`src/rtl/agu_pkg.sv`:
```
// -----------------------------------------------------------------------------
// agu_pkg
//   Shared types for the AGU fetch responder.
//   - mem_id_e      : memory space tag carried by every AGU beat
//   - beat_kind_e   : what the responder does with an accepted beat
//   - fetch_entry_t : one output queue entry {data, id, addr, is_pad}
//   - classify_beat : maps {mem_id, mem_is_null} to a beat_kind_e
// -----------------------------------------------------------------------------
package agu_pkg;

  localparam int AGU_ADDR_WIDTH = 32;
  localparam int AGU_DATA_WIDTH = 32;

  typedef enum logic [1:0] {
    ID_ACT = 2'b00,
    ID_KER = 2'b01,
    ID_OUT = 2'b10,
    ID_RSV = 2'b11
  } mem_id_e;

  typedef enum logic [1:0] {
    KIND_READ  = 2'b00,  // SRAM read, data captured one cycle later
    KIND_PAD   = 2'b01,  // zero padding, no memory access
    KIND_TOKEN = 2'b10   // writeback address token, no memory access
  } beat_kind_e;

  typedef struct packed {
    logic [AGU_DATA_WIDTH-1:0] data;
    mem_id_e                   id;
    logic [AGU_ADDR_WIDTH-1:0] addr;
    logic                      is_pad;
  } fetch_entry_t;

  // Output-space beats never touch SRAM and are never padding, even if the
  // AGU happens to flag them as null.
  function automatic beat_kind_e classify_beat(input mem_id_e id, input logic is_null);
    beat_kind_e kind;
    if (id == ID_OUT) begin
      kind = KIND_TOKEN;
    end else if (is_null) begin
      kind = KIND_PAD;
    end else begin
      kind = KIND_READ;
    end
    return kind;
  endfunction

endpackage

```
`src/rtl/fetch_sync_fifo.sv`:
```
// -----------------------------------------------------------------------------
// fetch_sync_fifo
//   Register-based synchronous FIFO of fetch_entry_t with a registered
//   occupancy count. A push is accepted when full only if a pop happens in
//   the same cycle, so push+pop at full keeps occupancy unchanged.
//   Ports:
//     clk, rst    : clock, synchronous active-high reset
//     push        : write push_entry this cycle
//     push_entry  : entry to write
//     pop         : consumer takes the head entry this cycle
//     head        : current head entry (stale when empty)
//     full, empty : status flags
//     count       : number of stored entries (log2(DEPTH)+1 bits)
// -----------------------------------------------------------------------------
module fetch_sync_fifo
  import agu_pkg::*;
#(
  parameter int DEPTH = 4
) (
  input  logic                     clk,
  input  logic                     rst,
  input  logic                     push,
  input  fetch_entry_t             push_entry,
  input  logic                     pop,
  output fetch_entry_t             head,
  output logic                     full,
  output logic                     empty,
  output logic [$clog2(DEPTH):0]   count
);

  localparam int PTR_W = $clog2(DEPTH);
  localparam int CNT_W = PTR_W + 1;
  localparam logic [CNT_W-1:0] DEPTH_C = CNT_W'(DEPTH);

  fetch_entry_t     mem [DEPTH];
  logic [PTR_W-1:0] wr_ptr;
  logic [PTR_W-1:0] rd_ptr;
  logic             do_push;
  logic             do_pop;

  assign empty   = (count == '0);
  assign full    = (count == DEPTH_C);
  assign do_pop  = pop && !empty;
  assign do_push = push && (!full || do_pop);
  assign head    = mem[rd_ptr];

  // NOTE: state registers use non-blocking assignments so every flop samples
  // the pre-edge value of its inputs regardless of block ordering.
  // Pointers are power-of-two wide, so they wrap modulo DEPTH for free.
  always_ff @(posedge clk) begin
    if (rst) begin
      wr_ptr <= '0;
      rd_ptr <= '0;
      count  <= '0;
    end else begin
      if (do_push) wr_ptr <= wr_ptr + 1'b1;
      if (do_pop)  rd_ptr <= rd_ptr + 1'b1;
      count <= count + CNT_W'(do_push) - CNT_W'(do_pop);
    end
  end

  // NOTE: the storage array has no reset; the pointers and count define which
  // slots are live, and the top masks the head while the queue is empty.
  always_ff @(posedge clk) begin
    if (do_push) mem[wr_ptr] <= push_entry;
  end

endmodule

```
`src/rtl/agu_fetch_responder.sv`:
```
// -----------------------------------------------------------------------------
// agu_fetch_responder
//   Responder end of the AGU address stream. Pulls beats with read_req,
//   turns each accepted beat into an SRAM read, a zero-pad entry or a
//   writeback address token, and queues results in acceptance order for the
//   PE-array feed / writeback unit. Credit-based flow control toward the AGU.
//   Ports:
//     clk, rst                    : clock, synchronous active-high reset
//     read_req                    : request next AGU beat (registered)
//     mem_addr/mem_id/mem_valid/
//     mem_is_null                 : AGU beat
//     sram_en/sram_bank/sram_addr : combinational SRAM read request
//     sram_rdata                  : SRAM data, one cycle after sram_en
//     out_valid/out_ready         : output handshake
//     out_data/out_id/out_addr/
//     out_is_pad                  : head entry of the output queue
//     busy                        : queue non-empty or beat in flight
//     err_overflow                : sticky, beat arrived with no credit
//     err_bad_id                  : sticky, beat with reserved mem_id
// -----------------------------------------------------------------------------
module agu_fetch_responder
  import agu_pkg::*;
#(
  parameter int ADDR_WIDTH = AGU_ADDR_WIDTH,
  parameter int DATA_WIDTH = AGU_DATA_WIDTH,
  parameter int FIFO_DEPTH = 4,
  parameter int SKID       = 1
) (
  input  logic                  clk,
  input  logic                  rst,
  output logic                  read_req,
  input  logic [ADDR_WIDTH-1:0] mem_addr,
  input  logic [1:0]            mem_id,
  input  logic                  mem_valid,
  input  logic                  mem_is_null,
  output logic                  sram_en,
  output logic [1:0]            sram_bank,
  output logic [ADDR_WIDTH-1:0] sram_addr,
  input  logic [DATA_WIDTH-1:0] sram_rdata,
  output logic                  out_valid,
  input  logic                  out_ready,
  output logic [DATA_WIDTH-1:0] out_data,
  output logic [1:0]            out_id,
  output logic [ADDR_WIDTH-1:0] out_addr,
  output logic                  out_is_pad,
  output logic                  busy,
  output logic                  err_overflow,
  output logic                  err_bad_id
);

  localparam int CNT_W = $clog2(FIFO_DEPTH) + 1;
  // One extra bit so credit arithmetic never wraps in intermediate terms.
  localparam int CR_W  = CNT_W + 1;
  localparam logic [CR_W-1:0] DEPTH_CR = CR_W'(FIFO_DEPTH);
  localparam logic [CR_W-1:0] SKID_CR  = CR_W'(SKID);

  // ---------------------------------------------------------------------------
  // Beat classification
  // ---------------------------------------------------------------------------
  mem_id_e    beat_id;
  beat_kind_e beat_kind;
  logic       beat_seen;
  logic       beat_bad;
  logic       beat_ok;
  logic       beat_ovf;

  logic [CNT_W-1:0] fifo_count;
  logic             fifo_full;
  logic             fifo_empty;
  logic             fifo_push;
  logic             fifo_pop;
  fetch_entry_t     fifo_head;
  fetch_entry_t     push_entry;

  logic             inflight_q;
  mem_id_e          inflight_id_q;
  logic [ADDR_WIDTH-1:0] inflight_addr_q;
  beat_kind_e       inflight_kind_q;

  logic [CR_W-1:0]  credits_free;
  logic [CR_W-1:0]  occ_next;
  logic [CR_W-1:0]  credits_next;

  assign beat_id   = mem_id_e'(mem_id);
  assign beat_kind = classify_beat(beat_id, mem_is_null);

  // The AGU side has no ready: every valid beat outside reset is looked at.
  // Reserved-id beats are rejected before credits are considered, so they
  // never consume a credit and never count as an overflow.
  assign beat_seen = mem_valid && !rst;
  assign beat_bad  = beat_seen && (beat_id == ID_RSV);
  assign beat_ok   = beat_seen && !beat_bad && (credits_free != '0);
  assign beat_ovf  = beat_seen && !beat_bad && (credits_free == '0);

  // ---------------------------------------------------------------------------
  // SRAM request: combinational in the acceptance cycle
  // ---------------------------------------------------------------------------
  assign sram_en   = beat_ok && (beat_kind == KIND_READ);
  assign sram_bank = sram_en ? mem_id   : 2'b00;
  assign sram_addr = sram_en ? mem_addr : '0;

  // ---------------------------------------------------------------------------
  // In-flight stage: every accepted beat spends exactly one cycle here so that
  // reads (waiting for sram_rdata) and non-reads stay in acceptance order.
  // ---------------------------------------------------------------------------
  always_ff @(posedge clk) begin
    if (rst) begin
      inflight_q      <= 1'b0;
      inflight_id_q   <= ID_ACT;
      inflight_addr_q <= '0;
      inflight_kind_q <= KIND_READ;
    end else begin
      inflight_q <= beat_ok;
      if (beat_ok) begin
        inflight_id_q   <= beat_id;
        inflight_addr_q <= mem_addr;
        inflight_kind_q <= beat_kind;
      end
    end
  end

  // NOTE: every field gets a value on every path through this block, so no
  // latch is inferred for push_entry.
  always_comb begin
    push_entry        = '0;
    push_entry.id     = inflight_id_q;
    push_entry.addr   = inflight_addr_q;
    push_entry.is_pad = (inflight_kind_q == KIND_PAD);
    if (inflight_kind_q == KIND_READ) begin
      push_entry.data = sram_rdata;
    end
  end

  // Credits guarantee room for the in-flight beat; the full guard only
  // protects the queue if that invariant were ever broken.
  assign fifo_pop  = out_ready && !fifo_empty;
  assign fifo_push = inflight_q && (!fifo_full || fifo_pop);

  fetch_sync_fifo #(
    .DEPTH (FIFO_DEPTH)
  ) u_fifo (
    .clk        (clk),
    .rst        (rst),
    .push       (fifo_push),
    .push_entry (push_entry),
    .pop        (fifo_pop),
    .head       (fifo_head),
    .full       (fifo_full),
    .empty      (fifo_empty),
    .count      (fifo_count)
  );

  // ---------------------------------------------------------------------------
  // Credits and read_req
  //   credits_free counts slots not yet claimed by a queued or in-flight beat.
  //   read_req is registered from the post-edge credit count, so the only
  //   unaccounted beat is the one the AGU sends in response to the current
  //   read_req; SKID credits are held back for exactly that beat.
  // ---------------------------------------------------------------------------
  assign credits_free = DEPTH_CR - CR_W'(fifo_count) - CR_W'(inflight_q);
  assign occ_next     = CR_W'(fifo_count) + CR_W'(fifo_push) - CR_W'(fifo_pop);
  assign credits_next = DEPTH_CR - occ_next - CR_W'(beat_ok);

  always_ff @(posedge clk) begin
    if (rst) begin
      read_req <= 1'b0;
    end else begin
      read_req <= (credits_next > SKID_CR);
    end
  end

  // ---------------------------------------------------------------------------
  // Sticky error flags
  // ---------------------------------------------------------------------------
  always_ff @(posedge clk) begin
    if (rst) begin
      err_overflow <= 1'b0;
      err_bad_id   <= 1'b0;
    end else begin
      if (beat_ovf) err_overflow <= 1'b1;
      if (beat_bad) err_bad_id   <= 1'b1;
    end
  end

  // ---------------------------------------------------------------------------
  // Output side: head fields are forced to zero while the queue is empty so
  // the unreset storage never leaks onto the ports.
  // ---------------------------------------------------------------------------
  assign out_valid  = !fifo_empty;
  assign out_data   = fifo_empty ? '0   : fifo_head.data;
  assign out_id     = fifo_empty ? 2'b00 : fifo_head.id;
  assign out_addr   = fifo_empty ? '0   : fifo_head.addr;
  assign out_is_pad = !fifo_empty && fifo_head.is_pad;
  assign busy       = !fifo_empty || inflight_q;

endmodule

```
`config.mk`:
```
export PLATFORM = sky130hd
export DESIGN_NAME = agu_fetch_responder
export DESIGN_NICKNAME = d
export VERILOG_FILES = /design/src/rtl/agu_pkg.sv /design/src/rtl/fetch_sync_fifo.sv /design/src/rtl/agu_fetch_responder.sv
export SDC_FILE = /design/constraint.sdc
export NUM_CORES = 1
export LEC_CHECK = 0
export CAP_MARGIN = 20
export CELL_PAD_IN_SITES_DETAIL_PLACEMENT = 1
export CELL_PAD_IN_SITES_GLOBAL_PLACEMENT = 2
export CORE_MARGIN = 2
export CORE_UTILIZATION = 41
export DETAILED_ROUTE_END_ITERATION = 10
export GPL_TIMING_DRIVEN = 0
export PLACE_DENSITY = 0.84
export SETUP_SLACK_MARGIN = 0.1
export SYNTH_ARGS = -nofsm -noshare
export SYNTH_HDL_FRONTEND = slang
export SYNTH_SLANG_ARGS = --single-unit
```
`constraint.sdc`:
```
create_clock -name clk -period 4.5 [get_ports clk]
set_input_delay 0.45 -clock clk [delete_from_list [all_inputs] [get_ports clk]]
set_output_delay 0.45 -clock clk [all_outputs]
set_load 0.01 [all_outputs]
```
==> results by group, run 1 <==
Run status
  – Status: finished clean

Floorplanning
  – Initial Utilization: 41.8%
  – # IOs: 178
  – Die height: 181 µm
  – Die area: 32800 µm²
  – Number of placement rows: 64
  – CORE AREA: 30700 µm²
  – Horiz. Die Dim: 181 µm

Setup path
  – Worst Path Required: 4050 ps
  – Reg2reg path depth: 15
  – Most frequent CP cell: ha_1
  – CP max-delay cell: a2111oi_4
  – Reg-to-reg critical path endpoint: read_req$_SDFF_PP0_
  – CP max stage delay: 760 ps
  – Critical path class: flop to output port
  – CP Launch Type: flop
  – Worst setup EP type: output port
  – Arrival time worst endpoint: 3590 ps
  – Cell Chain, Critical Path: inv_1, ha_1, ha_1, xnor2_2, a2111oi_4, buf_2, and2_1, clkdlybuf4s50_1
  – RR Startpoint: inflight_q$_SDFF_PP0_
  – Crit path launch: inflight_q$_SDFF_PP0_
  – R2R setup slack: 740 ps
  – Critical path fanouts, max: 10

Synth
  – Top FF cell, synth: edfxtp_1
  – Yosys reg bits: 317
  – Syn Std Cell Area: 12800 µm²
  – Sequential share of the synthesized area: 70.3%
  – Asr flop ratio synth: 0%
  – Post-synthesis cell count: 703
  – Post-Syn Nets: 788
  – Yosys warning count: 0
  – Post-synth EDFFs: 268
  – Syn avg cell area: 18.3 µm²
  – Synth unique cells: 39

Clocking
  – Root Buffer: clkbuf_16
  – Cts hold-fix bufs: 0
  – Clock-pin slew on the worst setup and hold paths: 60 ps
  – Post CTS Setup Buffer Count: 0
  – CTS Buf Count: 35
  – Post_cts resized: 0
  – Clk buf depth: 3
  – Clock Latency Late Sink: 510 ps
  – CTS H-tree depth: 2
  – CTS tree: done
  – Clock Sinks: 317

Layout
  – Layout cells sized above 1: 18.0%
  – Commonest non-fill, non-tap cell in the layout: edfxtp_1
  – Area grow syn2layout: 27.1%
  – Finished Core Util: 53.1%
  – Commonest cells after routing, fill and taps aside: edfxtp_1 (268), clkdlybuf4s50_1 (176), and2_1 (132)
  – Post-layout net count: 1005
  – Non-Filler Instances: 1344

Power and ir drop
  – Power per cell area: 571 nW/µm²
  – LEAKAGE: 5.56 nW
  – Worst VDD drop: 0.306 mV

Timing
  – Setup TNS: 0 ps
  – Final Hold Vio Count: 0
  – Final Critical Period: 4040 ps
  – Max frequency: 247 MHz
  – Final period utilization: 89.9%
  – Clk_skew: 24.6 ps
  – Max_slew headroom: 50.4%
  – Final setup fails: 0
  – Worst slew pin tran: 744 ps
  – RSZ-0062 raised after global routing: false
  – Final Max Slew Viols: 0

GRT
  – Vias in the first global route: 7531
  – GRT Total Usage: 17.7%
  – First-pass GRT wire length: 43.9 mm
  – Initial antenna violation count: 2
  – Total global routing overflow: 0
  – Pin count of the biggest net entering global routing: 41

Worst hold path
  – Worst hold path class: flop to flop
  – Worst Hold Endpoint: err_bad_id$_SDFFE_PP0P_
  – Min-delay src: err_bad_id$_SDFFE_PP0P_
  – Hold path depth: 2

Drt
  – Post-DRT Antenna Nets: 0
  – Via-per-instance ratio: 5.05
  – WL final: 28.3 mm
  – DR vias: 6781
  – Detailed Route Iter0 Violations: 306
  – Drt drc: 0
  – Drt pass-1 iters: 4
  – Drt wl/cell: 21.1 µm

Run
  – Max cap viols: 0

Placement
  – GPL Wtd Cong: 0.692
  – Placed insts: 1279
  – Port bufs: 176
  – Detailed placement HPWL: 18.5 mm
==> power by group <==
group	switching (W)	internal, W
clock network	0.00108	0.00163
logic	0.00136	0.00157
registers	0.000135	0.00355
==> flip-flops by register name, indices dropped and copies added (netlist names), named ones only <==
register	count
inflight_addr_q	32
u_fifo.wr_ptr	2
err_bad_id	1
u_fifo.count	3
read_req	1
inflight_kind_q	2
u_fifo.rd_ptr	2
u_fifo.mem	268
inflight_q	1
inflight_id_q	2
err_overflow	1
==> stage by stage <==
stage	setup WS (ps)	total power, W	hold slack (ps)	cell area [µm²]
final	456	0.00933	474	16300
after global routing	194	0.00981	510	16300
after CTS	303	0.00949	478	16300
after detailed placement	772	0.00675	468	15200
after global placement	-168	0.00667	447	15100
after floorplan	1190	0.00536	448	12800
==> worst max-delay path, delay by kind of cell, from the launching register on <==
kind	cells	cell delay, ps
buffers and inverters	3	1090
flip-flops	1	440
AO/OA/AOI/OAI	1	760
XOR/XNOR	1	200
adder cells (fa/ha/maj)	2	410
AND/OR/NAND/NOR	1	180
==> area by class of cell <==
class	instances	area (µm²)
Clock buffer	50	985
Timing Repair Buffer	180	1870
Inverter	17	63.8
Multi-Input combinational cell	330	3570
Tap cell	396	495
Buffer	39	196
Sequential cell	317	9030
Fill cell	2880	14400
Clock inverter	13	109
Antenna cell	2	5.00
==> Yosys cell counts (2+ instances only) <==
master	count	share of area, %
a211oi_1	2	0.12
a21oi_1	4	0.16
and2_1	132	6.4
and3_1	4	0.19
buf_1	8	0.23
buf_2	7	0.27
buf_4	3	0.18
buf_6	4	0.35
clkbuf_1	17	0.50
dfxtp_1	49	7.6
edfxtp_1	268	63
fa_1	3	0.47
ha_1	11	1.1
inv_1	17	0.50
mux2_2	5	0.44
mux2_4	27	3.2
mux4_2	67	12
nand2b_1	2	0.097
nand3_1	3	0.12
nor2_1	12	0.35
nor2b_1	36	1.8
o21ai_0	2	0.078
o31a_1	2	0.14
xnor2_1	2	0.14
xor2_1	2	0.14
==> cell families (layout without fill, tap and decap cells) <==
kind of cell               count (synthesis)  count (layout)  share of synthesized area, %
DFF                                      317             317                          70.3
and+or+nand+nor                          193             193                          9.17
muxes                                     99              99                          15.3
buffers and inverters                     56             299                          2.03
AOI/OAI and AO/OA                         18              18                          1.19
adders and majority gates                 14              14                          1.54
xor gates and xnor gates                   5               5                         0.400
other                                      1               3                        0.0292
==> worst max-delay path by stage <==
stage	slack [ps]	depth (start not counted)	to
6_report	460	8	sram_addr[22]
5_1_grt	190	8	sram_addr[5]
4_1_cts	300	8	sram_addr[22]
3_5_place_dp	770	15	read_req$_SDFF_PP0_
3_3_place_gp	-170	3	u_fifo.mem[3][27]$_DFFE_PP_
2_1_floorplan	1190	15	read_req$_SDFF_PP0_
==> routing by layer <==
metal | routed length [µm] | part of all wire, % | vias up | global-route usage [%]
met5 | 0 | 0 | - | 0
met4 | 529 | 1.9 | 0 | 4.29
met3 | 1870 | 6.6 | 43 | 4.98
met2 | 14200 | 50 | 190 | 31.0
met1 | 11800 | 42 | 3443 | 21.7
li1 | - | - | 3105 | -
Note: power is estimated with default switching activity, not from simulation.
==> inputs of run 2 (changes only) <==
- SKIP_LAST_GASP: default -> 1
==> results of run 2 <==
Final layout, timing and power as in run 1 (identical DEF).
==> inputs of run 3 (changes only) <==
- CORE_ASPECT_RATIO: default -> 1.25
==> results by group, run 3 (synthesis gave the netlist of run 1 again) <==
Drt
  – Drt drc: 0
  – M1 wire length: 10.9 mm
  – DR vias: 6646
  – Post-DRT Antenna Nets: 0
  – Top sig layer: met5
  – DR WL met2: 14.4 mm
  – Drt wl/cell: 20.1 µm
  – WL final: 27.1 mm
  – Met3 Routed Length: 1.30 mm
  – Via-per-instance ratio: 4.92
  – Detailed Route Iter0 Violations: 325
  – Drt pass-1 iters: 4

Clocking
  – CTS H-tree depth: 1
  – CTS Buf Count: 31
  – Root Buffer: clkbuf_16
  – Cts hold-fix bufs: 0
  – Post CTS Setup Buffer Count: 4
  – Clock Latency Late Sink: 550 ps
  – Clock Sinks: 317
  – Clk buf depth: 3
  – Post_cts resized: 0
  – Clock-pin slew on the worst setup and hold paths: 60 ps
  – CTS tree: done

Power and ir drop
  – Final Power: 0.00913 W
  – Power per cell area: 561 nW/µm²
  – LEAKAGE: 5.53 nW
  – Switching fraction of total power: 27.7%
  – Reg power frac: 40.4%
  – Comb power frac: 31.8%
  – Psw: 0.00253 W
  – P_int: 0.00660 W
  – Worst VDD drop: 0.279 mV
  – Clock power share: 27.8%

Placement
  – Port bufs: 176
  – Detailed placement HPWL: 17.6 mm
  – GPL Wtd Cong: 0.701

Timing
  – Final Hold Vio Count: 0
  – Final setup fails: 0
  – Worst slew pin tran: 731 ps
  – Max frequency: 252 MHz
  – Final Max Slew Viols: 0
  – Final period utilization: 88.2%
  – WHS: 482 ps
  – Max_slew headroom: 51.2%
  – Setup TNS: 0 ps
  – Clk_skew: 7.99 ps
  – Final Critical Period: 3970 ps
  – RSZ-0062 raised after global routing: false

Layout
  – Commonest cells after routing, fill and taps aside: edfxtp_1 (268), clkdlybuf4s50_1 (176), and2_1 (132)
  – Largest regs: u_fifo.mem x268, inflight_addr_q x32, u_fifo.count x3
  – Reg with most FFs: u_fifo.mem
  – Largest register FFs: 268
  – Layout cells sized above 1: 19.0%
  – Area grow syn2layout: 26.8%
  – Post-layout net count: 1005
  – Ant diodes: 0
  – Commonest non-fill, non-tap cell in the layout: edfxtp_1

GRT
  – Vias in the first global route: 7439
  – Total global routing overflow: 0
  – First-pass GRT wire length: 42.4 mm
  – Initial antenna violation count: 1
  – Pin count of the biggest net entering global routing: 45
  – GRT Total Usage: 16.8%

Worst hold path
  – Min-delay src: err_overflow$_SDFFE_PP0P_
  – Worst hold path class: flop to flop

Setup path
  – Crit path buf inv count: 4
  – CP max stage delay: 540 ps
  – RR Startpoint: inflight_q$_SDFF_PP0_
  – Critical path class: flop to output port
  – CP max-delay cell: clkdlybuf4s50_1
  – Crit path launch: inflight_q$_SDFF_PP0_
  – Critical path fanouts, max: 10
  – Worst Path Required: 4050 ps
  – Most frequent CP cell: ha_1
  – Worst setup EP type: output port
  – Worst path top cell family by delay: buffers and inverters
  – Arrival time worst endpoint: 3520 ps
  – CP Launch Type: flop
  – Critical Path Stages: 9
  – Reg-to-reg critical path endpoint: read_req$_SDFF_PP0_
  – Reg2reg path depth: 15
  – Cell Chain, Critical Path: inv_1, ha_1, ha_1, nor2_1, a2111oi_4, buf_4, clkbuf_1, and2_1, clkdlybuf4s50_1
  – R2R setup slack: 720 ps
  – Critical path destination: sram_addr[6]

Floorplanning
  – Number of placement rows: 72
  – # IOs: 178
  – CORE AREA: 30900 µm²
  – Initial Utilization: 41.6%
  – Horiz. Die Dim: 162 µm
  – Die height: 202 µm
  – Die area: 32800 µm²

Run status
  – Status: finished clean

Run
  – Max cap viols: 0
[run 3: cell count changes in the layout (fill, tap and decap cells not counted), moves of 2 or more]
cell        previous run  this run
clkbuf_16             37        31
clkbuf_1              29        22
buf_4                  3         7
clkbuf_8               1         6
diode_2                2         0
clkinvlp_4             0         4
clkinv_1               5         1
[run 3: stage by stage]
| stage | setup slack (ps) | instance area [µm²] | util [%] | cells |
|---|---|---|---|---|
| after floorplan | 1190 | 12800 | - | 703 |
| after global placement | -144 | 15100 | 48.9 | 1286 |
| after detailed placement | 615 | 15200 | 49.3 | 1290 |
| after CTS | 478 | 16300 | 52.7 | 1351 |
| after global routing | 285 | 16300 | 52.7 | 1351 |
| final | 530 | 16300 | 52.7 | 1351 |
[run 3: how the worst min path moves through the flow]
stage | end | cells past startpoint
CTS | u_fifo.mem[3][14]$_DFFE_PP_ | 0
detailed placement | u_fifo.mem[1][14]$_DFFE_PP_ | 0
global placement | u_fifo.mem[2][5]$_DFFE_PP_ | 0
finish | err_overflow$_SDFFE_PP0P_ | 2
global route | u_fifo.mem[3][30]$_DFFE_PP_ | 0
floorplan | inflight_kind_q[1]$_SDFFE_PP0P_ | 2
[run 3: tightest hold or removal path, delay by kind of cell, from the launching register on]
kind	cells	cell delay, ps
DFF	1	330
and+or+nand+nor	1	70
AOI/OAI and AO/OA	1	50
[run 3: power by group through the flow]
stage          clock network (W)  registers (W)  logic [W]
4_1_cts                  0.00260        0.00369    0.00299
2_1_floorplan                  0        0.00371    0.00165
6_report                 0.00254        0.00369    0.00291
5_1_grt                  0.00270        0.00372    0.00317
3_3_place_gp                   0        0.00374    0.00292
3_5_place_dp                   0        0.00375    0.00297
[run 3: layout make-up]
| type | instances | area (µm²) |
|---|---|---|
| fill | 2849 | 14600 |
| tap | 407 | 509 |
| clock buffer | 42 | 877 |
| clock inverter | 15 | 138 |
| inverter | 17 | 63.8 |
| buffer | 39 | 196 |
| sequential | 317 | 9030 |
| timing repair buffer | 184 | 1900 |
| multi-input combinational | 330 | 3570 |
[run 3: layer usage]
| metal | up-vias | global-route usage, % |
|---|---|---|
| li1 | 3090 | - |
| met1 | 3352 | 20.2 |
| met2 | 163 | 31.1 |
| met3 | 39 | 3.04 |
| met4 | 2 | 3.98 |
| met5 | - | 0 |
